`config.mk`:
```
export PLATFORM = sky130hd
export DESIGN_NAME = agg
export DESIGN_NICKNAME = d
export VERILOG_FILES = /design/src/rtl/agg_pkg.sv /design/src/rtl/agg_sat_add.sv /design/src/rtl/agg.sv
export SDC_FILE = /design/constraint.sdc
export NUM_CORES = 1
export LEC_CHECK = 0
export CAP_MARGIN = 20
export CORE_UTILIZATION = 52
export CTS_CLUSTER_DIAMETER = 200
export CTS_CLUSTER_SIZE = 20
export DETAILED_ROUTE_END_ITERATION = 10
export GPL_ROUTABILITY_DRIVEN = 1
export MAX_ROUTING_LAYER = met4
export PLACE_DENSITY_LB_ADDON = 0.2
export SETUP_SLACK_MARGIN = 0.05
export SYNTH_ARGS = -nofsm -noshare
export SYNTH_HDL_FRONTEND = slang
export SYNTH_SLANG_ARGS = --single-unit
export TNS_END_PERCENT = 5
```
`constraint.sdc`:
```
create_clock -name clk -period 2.55 [get_ports clk]
set_input_delay 0.6375 -clock clk [delete_from_list [all_inputs] [get_ports clk]]
set_output_delay 0.6375 -clock clk [all_outputs]
set_load 0.02 [all_outputs]
```
`src/rtl/agg_pkg.sv`:
```
// Shared defaults and helpers for the windowed saturating aggregator.
package agg_pkg;

  localparam int unsigned AGG_WIDTH_DEF  = 12;
  localparam int unsigned AGG_LEN_DEF    = 4;
  localparam int unsigned ACT_THRESH_DEF = 2048;

  // Window counter width: ceil(log2(len + 1)).
  function automatic int unsigned cnt_width(input int unsigned len);
    return $clog2(len + 1);
  endfunction

endpackage

```
`src/rtl/agg_sat_add.sv`:
```
// Combinational unsigned adder that clamps to all-ones instead of wrapping.
module agg_sat_add #(
  parameter int unsigned width = 12
) (
  input  logic [width-1:0] a,
  input  logic [width-1:0] b,
  output logic [width-1:0] sum
);

  logic [width:0] w_full;

  always_comb begin
    w_full = {1'b0, a} + {1'b0, b};
    sum    = w_full[width] ? {width{1'b1}} : w_full[width-1:0];
  end

endmodule

```
`src/rtl/agg.sv`:
```
// Sums agg_len consecutive samples with saturation and publishes the window sum
// plus a threshold flag on the edge that captures the window's last sample.
module agg
  import agg_pkg::*;
#(
  parameter int unsigned agg_width  = AGG_WIDTH_DEF,
  parameter int unsigned agg_len    = AGG_LEN_DEF,
  parameter int unsigned act_thresh = ACT_THRESH_DEF
) (
  input  logic                 clk,
  input  logic                 rst,
  input  logic [agg_width-1:0] agg_in,
  output logic [agg_width-1:0] agg_out2alu,
  output logic                 agg_out_acted
);

  localparam int unsigned CntW = cnt_width(agg_len);
  localparam logic [agg_width-1:0] Thresh  = agg_width'(act_thresh);
  localparam logic [CntW-1:0]      LastCnt = CntW'(agg_len - 1);

  logic [agg_width-1:0] r_acc;
  logic [CntW-1:0]      r_cnt;
  logic [agg_width-1:0] r_out;
  logic                 r_act;
  logic [agg_width-1:0] w_sum;
  logic                 w_last;

  agg_sat_add #(
    .width (agg_width)
  ) u_sat_add (
    .a   (r_acc),
    .b   (agg_in),
    .sum (w_sum)
  );

  assign w_last = (r_cnt == LastCnt);

  always_ff @(posedge clk or posedge rst) begin
    if (rst) begin
      r_acc <= '0;
      r_cnt <= '0;
      r_out <= '0;
      r_act <= 1'b0;
    end else if (w_last) begin
      // Window closes: publish and restart with no idle cycle.
      r_acc <= '0;
      r_cnt <= '0;
      r_out <= w_sum;
      r_act <= (w_sum >= Thresh);
    end else begin
      r_acc <= w_sum;
      r_cnt <= r_cnt + CntW'(1);
    end
  end

  assign agg_out2alu   = r_out;
  assign agg_out_acted = r_act;

endmodule

```
# Word level (Yosys, flattened, before mapping)
# Cells that the tools add are included.
[classes] addsub=2 magnitude_cmp=1 eq_ne=1 muxes=3
[op_table] op="2-to-1 mux 12 bit" count=2
[op_table] op="adder 12 x 12 -> 13 bit" count=1
[op_table] op="greater-or-equal comparator 12 bit, second input constant" count=1
[op_table] op="adder 3 x 1 -> 3 bit, second input constant" count=1
[op_table] op="== test 3 x 2 -> 1 bit, second input constant" count=1
[op_table] op="2-to-1 mux 3 bit" count=1
[totals] reg_bits=28 output_inout_bits=13 wordCells=11

# Longest topological paths before layout
[logic_depth] depth_word=3 depth_mapped=8 mapped_depth_nobuf=8

# Modules after synthesis
# From an unflattened synthesis, not the netlist that was laid out.
[unflattened] cells_unflattened=141 area_unflattened_um2=1609.0
[modules_own_cells] module="agg" n_inst=1 cells_per_inst=62 area_each_um2=1021.0
[modules_own_cells] module="agg_sat_add" n_inst=1 cells_per_inst=79 area_each_um2=588.1

# Worst setup path after synthesis
# Ideal clock, no wire load.
[synth_timing] kind="input-to-reg" startpoint="input port agg_in[0]" endpoint="register r_out[9], in the netlist agg_out2alu[9]" setup_time_ps=133 arrival_ps=2106 required_ps=2417 path_slack_ps=310 path_stages=8 n_path_buf=0 path_cell_list="ha_1 -> fa_1 -> a21oi_1 -> o211ai_1 -> nand2_1 -> a31o_4 -> and4_4 -> a21oi_2"
[synth_between] elab_chain_cells=2
[synth_lines] element="start, declared" line="agg.sv:12" source="input logic [agg_width-1:0] agg_in,"
[synth_lines] element="adder 12 x 12 -> 13 bit" line="agg_sat_add.sv:13" source="w_full = {1'b0, a} + {1'b0, b};"
[synth_lines] element="2-to-1 mux 12 bit" line="agg_sat_add.sv:14" source="sum = w_full[width] ? {width{1'b1}} : w_full[width-1:0];"
[synth_lines] element="end signal, assigned" line="agg.sv:48" source="r_out <= w_sum;"
[synth_lines] element="end, declared" line="agg.sv:23" source="logic [agg_width-1:0] r_out;"
# Every way passes these cells.
# A chain may end at the register's enable or synchronous reset.

# Worst setup path in the final report
[layout_timing] startpoint="input port agg_in[10]" endpoint="register r_act, in the netlist agg_out_acted"
[layout_between] elab_chain_cells=3
[layout_lines] element="adder 12 x 12 -> 13 bit" line="agg_sat_add.sv:13"
[layout_lines] element="2-to-1 mux 12 bit" line="agg_sat_add.sv:14"
[layout_lines] element="greater-or-equal comparator 12 bit" line="agg.sv:49" source="r_act <= (w_sum >= Thresh);"
[layout_lines] element="end signal, assigned" line="agg.sv:49"
[layout_lines] element="end, declared" line="agg.sv:24" source="logic r_act;"
# Every way passes these cells.

==> results.cfg <==
[synth]
synth_area_in_simple_gates_pct = 16.9
synth-async-reset-ratio_pct = 100
synth_area_in_xor_xnor_pct = 4.52
syn-mean-instance-area_um2 = 9.80
most_used_standard_cells_in_the_synthesized_netlist = 28 x sky130_fd_sc_hd__dfrtp_1, 24 x sky130_fd_sc_hd__a21oi_1, 23 x sky130_fd_sc_hd__nor2_1, 13 x sky130_fd_sc_hd__ha_1
ys_flop_type = sky130_fd_sc_hd__dfrtp_1
most_common_cell_in_the_synthesized_netlist = sky130_fd_sc_hd__dfrtp_1
synth.mux.area_fraction_pct = 0
synthDistinctLibCells = 34
syn_inst = 158
synth_area_um2 = 1550
adder_and_majority_cell_fraction_of_the_synthesized_area_pct = 11.8
synth_largest_type_area_fraction_pct = 45.2
synth_nets = 186
seq_area_frac_synth_pct = 45.2
synth-warning-count = 0
area_fraction_in_compound_gates_after_synthesis_pct = 19.3
synth_top_family_by_area = compound AO/OA/AOI/OAI gates
synth.ff_latch_count = 28
synth_largest_area_cell = sky130_fd_sc_hd__dfrtp_1
synth_enable_flop_cells = 0
synth.area.top_cells = sky130_fd_sc_hd__dfrtp_1 45%, sky130_fd_sc_hd__ha_1 11%, sky130_fd_sc_hd__a21oi_1 7.8%

[die]
die_h_um = 56.6
start_util_pct = 55.7
die_area_um2 = 3200
std_cell_rows = 19
number_of_top_level_pins = 27
coreArea_um2 = 2780
die-width_um = 56.6

[setup_path]
startpoint = agg_in[10]
timing_worst_setup_path_type = in2reg
r2r_cells = 7
r2r_end = agg_out_acted
critPathCaptureType = register
worstPathMaxFanout = 4
endpoint = agg_out_acted
reg2reg_from = r_acc[10]
crit_required_ns = 2.75
worstSetupStartpointType = input port
ff2ff_setup_slack_ns = 0.44
cp_data_arrival_time_ns = 2.66

[global_route]
antenna_found_initial = 0
global_route.usage.total_pct = 23.9
grt_overflow_total = 0
grt_first_pass_wirelength_mm = 5.77
first_global_vias = 1319
grt_max_degree = 41

[run_status]
outcome = finished clean

[hold_path]
hold_path_class = reg2reg

[timing]
fin_skew_ns = 0.00631
fmaxAchievable_ghz = 0.407
layout_worst_path_cycle_share_pct = 96.4
timing.hold.ws_ns = 0.451
timing.slew.headroom_pct = 73.9
final_period_minus_worst_setup_slack_ns = 2.46
setup_repair_after_global_routing_missed_its_margin = true
timing_worst_slew_pin_value_ns = 0.381
timing_max_transition_violations_final = 0
count_of_endpoints_failing_setup_in_the_final_report = 0
final_hold_viol_count = 0

[cells_and_area]
fin_nets = 232
num_antenna_cells = 0
layout-drive-gt1-share_pct = 16.3
areaGrowthSynthToFinish_pct = 31.5

[placement]
placement.io_buffers = 26
hpwlAfterDp_mm = 2.66
finalWeightedCongestion = 0.897

[clock_network]
tritoncts = built
clkSlewWorstSetupHoldPaths_ns = 0.15
clk_root_buffer_cell = sky130_fd_sc_hd__clkbuf_4
clockBufferDepth = 2
clkLatencyLatePin_ns = 0.32
cts.sinks = 28
holdBufCountCts = 0
tritoncts.num_buffers = 3
cts.htree.levels = 1

[detailed_routing]
totalWireLength_mm = 3.49
drtAntennaViolNets = 0
route.vias.total = 1324
wl_per_cell_um = 14.9
detail_route.iter0.violations = 26
detailedRoute.firstPassIterationCount = 4
post-route-drc-count = 0
post_drt_via_cell_ratio = 5.66

[job]
max-cap-violations = 0

[power]
totalPowerFinal_mw = 1.57
p_leak_nw = 0.910
power_density_nw_per_um2 = 769
worst_ir_drop_on_vdd_v = 0.000764
power breakdown:
| group | switching [mW] | internal (mW) | total [mW] |
|---|---|---|---|
| registers | 0.0560 | 0.543 | 0.599 |
| logic | 0.344 | 0.332 | 0.676 |
| clock network | 0.132 | 0.159 | 0.291 |
| total | 0.532 | 1.03 | 1.57 |
placed cells by master (no fill, tap or decap), types with 4 or more instances in the layout:
| cell | Yosys | routed |
|---|---|---|
| sky130_fd_sc_hd__a21o_1 | 4 | 4 |
| sky130_fd_sc_hd__inv_1 | 4 | 4 |
| sky130_fd_sc_hd__a21oi_1 | 24 | 23 |
| sky130_fd_sc_hd__clkdlybuf4s50_1 | 0 | 26 |
| sky130_fd_sc_hd__dfrtp_1 | 28 | 28 |
| sky130_fd_sc_hd__a31oi_1 | 7 | 7 |
| sky130_fd_sc_hd__nor2b_1 | 7 | 6 |
| sky130_fd_sc_hd__buf_4 | 0 | 20 |
| sky130_fd_sc_hd__xor2_1 | 6 | 6 |
| sky130_fd_sc_hd__ha_1 | 13 | 13 |
| sky130_fd_sc_hd__nor2_1 | 23 | 23 |
| sky130_fd_sc_hd__nand2_1 | 5 | 5 |
routing by layer:
metal,vias up,global-route usage [%],routed length [µm]
met3,4,2.76,150
li1,651,-,-
met2,37,40.0,1750
met1,632,30.6,1550
met5,-,-,0
met4,0,7.32,42
critical path, stage by stage:
cell and delay (ns):
sky130_fd_sc_hd__clkdlybuf4s50_1 0.41, sky130_fd_sc_hd__ha_1 0.35, sky130_fd_sc_hd__a21oi_1 0.17, sky130_fd_sc_hd__o21ai_0 0.13
sky130_fd_sc_hd__or3_1 0.32, sky130_fd_sc_hd__o21bai_1 0.23, sky130_fd_sc_hd__xor2_1 0.29, sky130_fd_sc_hd__a31oi_1 0.13
cell type report:
type	instances	area, µm²
multi-input cells	121	820
fillers	209	744
flip-flops and latches	28	701
repair buffers	46	410
well taps	31	38.8
clock inverters	1	30.0
clock buffers	3	22.5
inverters	4	15.0
through the flow:
step	instance area, µm²	instances	util [%]	setup TNS, ns	setup WS, ns
after global routing	2040	234	73.2	0	0.0240
after detailed placement	1980	230	71.2	-4.85	-0.265
after CTS	2030	234	73.1	0	0.105
after global placement	1980	230	71.2	-3.94	-0.222
final	2040	234	73.2	0	0.0931
after floorplan	1550	158	-	0	0.310
cells by family after synthesis:
logic type | Yosys count
simple gates | 52
compound gates | 47
flops | 28
fa+ha+maj | 14
buf+inv | 9
xor+xnor | 8
worst min-delay path by stage:
stage                     cells past startpoint  slack [ns]       end      from
after floorplan                               1        0.41  r_cnt[0]  r_cnt[0]
after global placement                        1        0.42  r_cnt[0]  r_cnt[0]
after detailed placement                      1        0.43  r_cnt[0]  r_cnt[0]
after CTS                                     1        0.45  r_cnt[0]  r_cnt[0]
after global routing                          1        0.48  r_cnt[0]  r_cnt[0]
final                                         1        0.45  r_cnt[0]  r_cnt[0]
timing repair:
item,in CTS,in global routing
endpoints found under the setup margin,0,12
setup buffers,0,0
resized for setup,0,1
registers in the layout (all words and copies together) (netlist names):
| signal | count |
|---|---|
| agg_out2alu | 12 |
| r_acc | 12 |
| r_cnt | 3 |
| agg_out_acted | 1 |
Power figures use the tool's default switching activity.
